<file path="src/rtl/operand_capture_pkg.sv">
// Shared definitions for the operand capture stage: display-source codes,
// debounce FSM states and key roles.
package operand_capture_pkg;

    // Display source select codes driven on oShowSel
    localparam logic [1:0] SHOW_RESULT = 2'b00;
    localparam logic [1:0] SHOW_A      = 2'b01;
    localparam logic [1:0] SHOW_B      = 2'b10;

    // Number of push-buttons and the role each one plays
    localparam int NUM_KEYS   = 4;
    localparam int KEY_LOAD_A = 0;
    localparam int KEY_LOAD_B = 1;
    localparam int KEY_SHOW_A = 2;
    localparam int KEY_SHOW_B = 3;

    // Per-key debounce FSM states
    typedef enum logic {
        ST_STABLE = 1'b0,
        ST_COUNT  = 1'b1
    } deb_state_e;

    // Width of a counter that must hold values 0..max_val (at least 1 bit)
    function automatic int cnt_width(input int max_val);
        int w;
        w = 1;
        while ((1 << w) <= max_val) begin
            w = w + 1;
        end
        return w;
    endfunction

endpackage : operand_capture_pkg

</file>
<file path="src/rtl/operand_capture_key_debouncer.sv">
// key_debouncer: two-flop synchroniser, debounce FSM and stability counter for
// one active-low push-button. oLevel is the accepted (debounced) key level,
// oFall is a registered one-cycle pulse on each accepted 1->0 transition.
module key_debouncer
    import operand_capture_pkg::*;
#(
    parameter int DEBOUNCE_CYCLES = 500000
) (
    input  logic iCLK,
    input  logic iRST,
    input  logic iRaw,
    output logic oLevel,
    output logic oFall
);

    // Counter only has to reach DEBOUNCE_CYCLES-1, so it never wraps
    localparam int CNT_W = cnt_width(DEBOUNCE_CYCLES - 1);
    localparam logic [CNT_W-1:0] CNT_LAST = CNT_W'(DEBOUNCE_CYCLES - 1);
    localparam logic [CNT_W-1:0] CNT_ONE  = CNT_W'(1);

    logic             sync1_q;
    logic             sync2_q;
    deb_state_e       state_q;
    deb_state_e       state_d;
    logic [CNT_W-1:0] cnt_q;
    logic [CNT_W-1:0] cnt_d;
    logic             level_q;
    logic             level_d;
    logic             fall_q;
    logic             fall_d;

    // Two-flop synchroniser; resets to the released (high) level
    always_ff @(posedge iCLK) begin
        if (iRST) begin
            sync1_q <= 1'b1;
            sync2_q <= 1'b1;
        end else begin
            sync1_q <= iRaw;
            sync2_q <= sync1_q;
        end
    end

    // FSM state, counter, accepted level and press-pulse registers
    always_ff @(posedge iCLK) begin
        if (iRST) begin
            state_q <= ST_STABLE;
            cnt_q   <= '0;
            level_q <= 1'b1;
            fall_q  <= 1'b0;
        end else begin
            state_q <= state_d;
            cnt_q   <= cnt_d;
            level_q <= level_d;
            fall_q  <= fall_d;
        end
    end

    // Next-state logic: a new level is accepted only after it has differed
    // from the current level for DEBOUNCE_CYCLES consecutive samples
    always_comb begin
        state_d = state_q;
        cnt_d   = cnt_q;
        level_d = level_q;
        case (state_q)
            ST_STABLE: begin
                if (sync2_q != level_q) begin
                    state_d = ST_COUNT;
                    cnt_d   = CNT_ONE;
                end
            end
            ST_COUNT: begin
                if (sync2_q == level_q) begin
                    // bounced back before the window elapsed
                    state_d = ST_STABLE;
                    cnt_d   = '0;
                end else if (cnt_q == CNT_LAST) begin
                    level_d = sync2_q;
                    state_d = ST_STABLE;
                    cnt_d   = '0;
                end else begin
                    cnt_d = cnt_q + CNT_ONE;
                end
            end
            default: begin
                state_d = ST_STABLE;
                cnt_d   = '0;
            end
        endcase
        // press = accepted level going from released to pressed
        fall_d = level_q & ~level_d;
    end

    assign oLevel = level_q;
    assign oFall  = fall_q;

endmodule : key_debouncer

</file>
<file path="src/rtl/operand_capture.sv">
// operand_capture: input stage for the ALU board. Debounces the four keys,
// synchronises the slide switches, captures sign-extended operands A/B on
// clean KEY[0]/KEY[1] presses and selects the display source from KEY[2]/KEY[3].
module operand_capture
    import operand_capture_pkg::*;
#(
    parameter int DEBOUNCE_CYCLES = 500000,
    parameter int SW_WIDTH        = 10,
    parameter int DATA_WIDTH      = 32
) (
    input  logic                  iCLK,
    input  logic                  iRST,
    input  logic [NUM_KEYS-1:0]   iKEY,
    input  logic [SW_WIDTH-1:0]   iSW,
    output logic [DATA_WIDTH-1:0] oA,
    output logic [DATA_WIDTH-1:0] oB,
    output logic                  oLoadA,
    output logic                  oLoadB,
    output logic [1:0]            oShowSel,
    output logic                  oValid
);

    logic [SW_WIDTH-1:0]   sw_sync1_q;
    logic [SW_WIDTH-1:0]   sw_sync2_q;
    logic [DATA_WIDTH-1:0] sw_ext;
    logic [NUM_KEYS-1:0]   key_level;
    logic [NUM_KEYS-1:0]   key_fall;

    logic [DATA_WIDTH-1:0] a_q;
    logic [DATA_WIDTH-1:0] a_d;
    logic [DATA_WIDTH-1:0] b_q;
    logic [DATA_WIDTH-1:0] b_d;
    logic                  load_a_q;
    logic                  load_a_d;
    logic                  load_b_q;
    logic                  load_b_d;
    logic                  seen_a_q;
    logic                  seen_a_d;
    logic                  seen_b_q;
    logic                  seen_b_d;
    logic                  valid_q;
    logic                  valid_d;
    logic [1:0]            show_sel;

    // One independent debouncer per key
    genvar gi;
    generate
        for (gi = 0; gi < NUM_KEYS; gi = gi + 1) begin : g_key
            key_debouncer #(
                .DEBOUNCE_CYCLES(DEBOUNCE_CYCLES)
            ) u_deb (
                .iCLK  (iCLK),
                .iRST  (iRST),
                .iRaw  (iKEY[gi]),
                .oLevel(key_level[gi]),
                .oFall (key_fall[gi])
            );
        end
    endgenerate

    // Switch bus synchroniser; bus skew is harmless since switches settle
    // long before a key press is accepted
    always_ff @(posedge iCLK) begin
        if (iRST) begin
            sw_sync1_q <= '0;
            sw_sync2_q <= '0;
        end else begin
            sw_sync1_q <= iSW;
            sw_sync2_q <= sw_sync1_q;
        end
    end

    assign sw_ext = {{(DATA_WIDTH - SW_WIDTH){sw_sync2_q[SW_WIDTH-1]}}, sw_sync2_q};

    // Operand capture, load pulses and the both-loaded flag
    always_comb begin
        a_d      = a_q;
        b_d      = b_q;
        load_a_d = key_fall[KEY_LOAD_A];
        load_b_d = key_fall[KEY_LOAD_B];
        if (key_fall[KEY_LOAD_A]) begin
            a_d = sw_ext;
        end
        if (key_fall[KEY_LOAD_B]) begin
            b_d = sw_ext;
        end
        seen_a_d = seen_a_q | key_fall[KEY_LOAD_A];
        seen_b_d = seen_b_q | key_fall[KEY_LOAD_B];
        valid_d  = valid_q | (seen_a_d & seen_b_d);
    end

    // Operand registers; cleared only by reset
    always_ff @(posedge iCLK) begin
        if (iRST) begin
            a_q      <= '0;
            b_q      <= '0;
            load_a_q <= 1'b0;
            load_b_q <= 1'b0;
            seen_a_q <= 1'b0;
            seen_b_q <= 1'b0;
            valid_q  <= 1'b0;
        end else begin
            a_q      <= a_d;
            b_q      <= b_d;
            load_a_q <= load_a_d;
            load_b_q <= load_b_d;
            seen_a_q <= seen_a_d;
            seen_b_q <= seen_b_d;
            valid_q  <= valid_d;
        end
    end

    // Display source from debounced levels only, so bounce never shows through;
    // KEY[2] has priority over KEY[3]
    always_comb begin
        show_sel = SHOW_RESULT;
        if (!key_level[KEY_SHOW_A]) begin
            show_sel = SHOW_A;
        end else if (!key_level[KEY_SHOW_B]) begin
            show_sel = SHOW_B;
        end
    end

    assign oA       = a_q;
    assign oB       = b_q;
    assign oLoadA   = load_a_q;
    assign oLoadB   = load_b_q;
    assign oShowSel = show_sel;
    assign oValid   = valid_q;

endmodule : operand_capture
</file>
<file path="config.mk">
export PLATFORM = sky130hd
export DESIGN_NAME = operand_capture
export DESIGN_NICKNAME = d
export VERILOG_FILES = /design/src/rtl/operand_capture_pkg.sv /design/src/rtl/operand_capture_key_debouncer.sv /design/src/rtl/operand_capture.sv
export SDC_FILE = /design/constraint.sdc
export NUM_CORES = 1
export LEC_CHECK = 0
export CAP_MARGIN = 15
export CELL_PAD_IN_SITES_DETAIL_PLACEMENT = 2
export CELL_PAD_IN_SITES_GLOBAL_PLACEMENT = 2
export CORE_ASPECT_RATIO = 1.25
export CORE_MARGIN = 2
export CORE_UTILIZATION = 34
export CTS_BUF_LIST = sky130_fd_sc_hd__clkbuf_4 sky130_fd_sc_hd__clkbuf_8 sky130_fd_sc_hd__clkbuf_16
export CTS_CLUSTER_SIZE = 8
export DETAILED_ROUTE_END_ITERATION = 8
export PLACE_DENSITY_LB_ADDON = 0.1
export SYNTH_ARGS = -nofsm -noshare
export SYNTH_HDL_FRONTEND = slang
export SYNTH_SLANG_ARGS = --single-unit
</file>
<file path="constraint.sdc">
create_clock -name iCLK -period 2.26 [get_ports iCLK]
set_clock_uncertainty 0.05 [all_clocks]
set_input_delay 0.452 -clock iCLK [delete_from_list [all_inputs] [get_ports iCLK]]
set_output_delay 0.452 -clock iCLK [all_outputs]
set_load 0.02 [all_outputs]
</file>
After elaboration in Yosys (flattened, before gate mapping) --
Cells that the tools add are included.
Word-level totals: register bits 139
Operators by class: reductions and logical operators 2, add/sub/neg operators 4, equal/unequal tests 16, multiplexer cells 40, bitwise gates (word level) 14
Operators by type and width (number):
- two-way mux 19 bit | 12
- case mux 19 bit (2 select lines) | 4
- adder 19 x 1 -> 19 bit (second input constant) | 4
- == test 19 bit (second input constant) | 4
- two-way mux 1 bit | 18
- != test 2 x 1 -> 1 bit (second input constant) | 4
- inverter 1 bit | 8
- case mux 1 bit (2 select lines) | 4
- AND reduction 3 bit | 2
- == test 1 bit | 4
- two-way mux 2 bit | 2
- != test 1 bit | 4
- AND 1 bit | 3
- bitwise OR 1 bit | 3

Longest topological paths before layout --
depth in word-level cells 6, mapped depth 8

Modules after synthesis --
A second synthesis with hierarchy kept.
Unflattened totals: cell total of the unflattened synthesis 805, area total of the unflattened synthesis 6910.4 um^2
By module, submodules not included:
- key_debouncer | cells each 159, instances 4, sequential area each 480.5 um^2, area an instance 1283.7 um^2
- operand_capture | cells each 169, instances 1, sequential area each 900.9 um^2, area an instance 1775.5 um^2

Worst setup path after synthesis --
OpenSTA, ideal clock, no wires.
path kind register to register, start point register g_key[1].u_deb.cnt_q[0], end point register g_key[1].u_deb.cnt_q[5], arrival time 1888 ps, path slack 248 ps, clock period less this slack 2012 ps, cell stages (with the launch flop) 9, required time 2136 ps, cells stage by stage dfxtp_1 > ha_1 > and4_1 > clkbuf_1 > and3_1 > a21oi_2 > buf_2 > o21ai_0 > a31oi_1
On the way: word-level cells in the longest chain between the ends 4
Ends and longest elaborated chain:
- start: declaration | line operand_capture_key_debouncer.sv:25 | logic [CNT_W-1:0] cnt_q;
- start signal: assignment | line operand_capture_key_debouncer.sv:52 | cnt_q <= cnt_d;
- adder 19 x 1 -> 19 bit or == test 19 bit (tied branches) | line operand_capture_key_debouncer.sv:81, operand_capture_key_debouncer.sv:76
- two-way mux 19 bit (*) | line operand_capture_key_debouncer.sv:76 | end else if (cnt_q == CNT_LAST) begin
- two-way mux 19 bit (*) | line operand_capture_key_debouncer.sv:72 | if (sync2_q == level_q) begin
- case mux 19 bit (2 select lines) (*) | line operand_capture_key_debouncer.sv:64 | case (state_q)
Every way passes the cells marked *; elsewhere a longest branch is shown, timed or not. A chain may end at the register's enable or synchronous reset.

Worst setup path after layout --
start point register, netlist name oA[9], end point output oA[20]
RTL lines:
- end: declaration | line operand_capture.sv:15 | output logic [DATA_WIDTH-1:0] oA,
No word-level cell between the ends.

==> key figures <==
Yosys
  – Sequential share of the synthesized area: a little over two fifths
  – Post-synthesis cell area: around 0.0064 mm²
  – Area leader, netlist: dfxtp_1
  – Synth area leaders: dfxtp_1 (43%), buf_4 (5.2%), mux2i_1 (5.2%), a21oi_1 (3.4%), nor2_1 (3.2%)
  – Post-synth cell types: 57
  – Top_reg_cell synth: dfxtp_1
  – FFs w/ async S/R, synth: 0%
  – Syn Inst Count: between 700 and 800
  – Yosys top cell area share: a little over two fifths
  – Avg Synthesized Cell Area: just under 9 µm²
  – Synth Net Count: 747
  – Synth warn: 0
  – Post-synth EDFFs: 0
  – #FFs+latches synth: about 140

Worst setup path
  – Worst path slowest cell: clkdlybuf4s50_1
  – Worst-path maximum fanout: 24
  – Critical path class: reg2out
  – Crit. End Element: output port
  – Cell breakdown of the critical path: clkdlybuf4s50_1
  – CP max stage delay: ~700 ps
  – Crit-path leading delay family: buffers and inverters
  – Worst EP required: 1760 ps
  – Worst EP arrival: 1650 ps
  – WP buf/inv: 1
  – Startpoint Class: register

Layout
  – Layout cell share with drive strength beyond 1: 12.1%
  – N_diodes: 0
  – Util after Layout: a little over two fifths
  – Filler cells: around 2,000
  – Commonest non-fill, non-tap cell in the layout: dfxtp_1
  – Area Growth Syn to Fin: 24.5%
  – Finished Cell Area: 0.00796 mm²
  – Non-Filler Instances: roughly 1,000
  – Most frequent cells in the layout: dfxtp_1 (138), clkdlybuf4s50_1 (83), nor2_1 (54), nand2_1 (50), a21oi_1 (44)
  – Fin nets: just over 800

Global routing
  – Initial antenna violation count: 0
  – Global-route wire length before repair: between 30 and 40 mm
  – Vias in the first global route: around 6,000
  – Largest net degree at the start of global routing: 35
  – All-Layer GR Usage: between 10% and 20%
  – GR Overflow Total: 0

Routing
  – Vias: roughly 5,600
  – DRT Pass-1 Iters: 4
  – DRC errors left: 0
  – Post-route ant nets: 0
  – Vias per inst: ~5.4
  – Iter 0 DRT Violations: approximately 190
  – Average wire per standard cell: around 18 µm
  – Post-Route WL: approximately 18 mm

Placed design
  – Post-DP HPWL: between 10 and 15 mm
  – Port Buf Inserts: 84
  – Global placement routability congestion: around 0.77
  – Area after DPL: 0.00734 mm²
  – Placed cells: roughly 1,000
  – Pre-CTS setup slack: 21.9 ps

Clocking
  – Clk root buf: clkbuf_16
  – # hold bufs at CTS: 0
  – # clock sinks: approximately 140
  – CTS Buf Count: 17
  – CTS tree: done
  – H-tree Lvls: 4
  – Clk_lat worst skew: ~420 ps
  – Max Buffers Root-to-Sink: 2
  – Clk pin slew, worst setup/hold paths: ~60 ps

Timing
  – Fin. Hold Viols: 0
  – Fin. max-slew vios: 0
  – Fin Setup TNS: 0 ps
  – RSZ-0062 raised after global routing: no
  – Crit path time final: approximately 2200 ps
  – Headroom to the max-slew limit: approximately half
  – Hold_ws: 360 ps
  – Finish-stage setup viols: 0
  – Period utilization: 95.4%
  – Worst-margin pin slew: ~740 ps
  – Setup WS post-layout: around 100 ps
  – Max Freq: roughly 460 MHz

Status
  – Status: completed

Hold path
  – HP Class: reg2reg

Pwr
  – Tot Pwr: 5.45 mW
  – VDD IR max: 0.505 mV
  – P_leak: between 2 and 3 nW
  – Pwr Density: just under 700 mW/mm²

Floorplan
  – Core area: roughly 0.019 mm²
  – Ports: 85
  – Initial Util: approximately a third
  – Chip width: ~130 µm
  – Site Rows: 56
  – Die height: about 160 µm
  – Die Area: approximately 0.02 mm²

Job
  – Max-Cap Viols: 0
Yosys cell counts, drive strengths merged (8+ instances only):
library cell / instances
or4b: 8
buf: 60
nand2b: 9
dfxtp: 139
a21oi: 46
mux2i: 33
nor2: 54
xor2: 8
nor4: 13
nor2b: 23
a21o: 16
o21ai: 25
nand2: 50
nand3: 39
a31oi: 20
clkbuf: 16
and3: 14
a22o: 12
nand4: 29
inv: 17
or2: 9
nor3: 20
layout make-up:
| class | count | area [µm²] | area share (%) |
|---|---|---|---|
| multi-input cells | 495 | 3110 | 39.1 |
| well taps | 232 | 290 | 3.64 |
| clock buffers | 21 | 468 | 5.88 |
| flip-flops and latches | 139 | 2780 | 35.0 |
| inverters | 17 | 63.8 | 0.801 |
| clock inverters | 11 | 120 | 1.51 |
| repair buffers | 121 | 1130 | 14.1 |
final timing paths:
| check | start | slack, ps | end | cells after the start |
|---|---|---|---|---|
| max | oA[9]$_SDFFE_PP0P_ | 100 | oA[20] | 1 |
| min | g_key[1].u_deb.sync1_q$_SDFF_PP1_ | 360 | g_key[1].u_deb.sync2_q$_SDFF_PP1_ | 1 |
| max reg2reg | g_key[1].u_deb.cnt_q[8]$_SDFFE_PP0P_ | 130 | g_key[1].u_deb.oFall$_SDFF_PP0_ | 4 |
| min reg2reg | g_key[1].u_deb.sync1_q$_SDFF_PP1_ | 360 | g_key[1].u_deb.sync2_q$_SDFF_PP1_ | 1 |
power by group:
| part | leakage [nW] | switching [mW] | internal [mW] |
|---|---|---|---|
| combinational | 1.41 | 0.0978 | 0.0732 |
| sequential | 1.13 | 0.0191 | 2.48 |
| clock | 0.286 | 1.07 | 1.70 |
| total | 2.82 | 1.19 | 4.25 |
timing repair:
| action | in CTS | in global routing |
|---|---|---|
| endpoints found under the setup margin | 24 | 6 |
| resized for setup | 2 | 4 |
| setup buffers | 0 | 0 |
layer usage:
layer	wire length, µm	track usage (%)	share of wire, %
met4	187	5.02	1.0
met2	9890	36.4	54
met5	0	0	0
met3	433	3.43	2.4
met1	7740	20.7	42
registers in the layout, summed over array words and instances, names as in the netlist:
name / count
g_key.u_deb.state_q: 4
oValid: 1
seen_a_q: 1
oB: 10
seen_b_q: 1
sw_sync2_q: 10
g_key.u_deb.oFall: 2
g_key.u_deb.sync2_q: 4
g_key.u_deb.oLevel: 4
sw_sync1_q: 10
oLoadB: 1
oLoadA: 1
oA: 10
g_key.u_deb.sync1_q: 4
g_key.u_deb.cnt_q: 76
cell families (layout without fill, tap and decap cells):
group / count (synthesis) / after routing / share of synthesized area (%)
DFF: 139 / 139 / 43.5
xor gates and xnor gates: 15 / 15 / 2.05
AOI/OAI and AO/OA: 142 / 142 / 14.1
buffers and inverters: 93 / 170 / 8.45
muxes: 34 / 34 / 5.34
adders and majority gates: 4 / 4 / 0.782
and+or+nand+nor: 300 / 300 / 25.8
No activity file was read; power rests on OpenSTA's default activity.
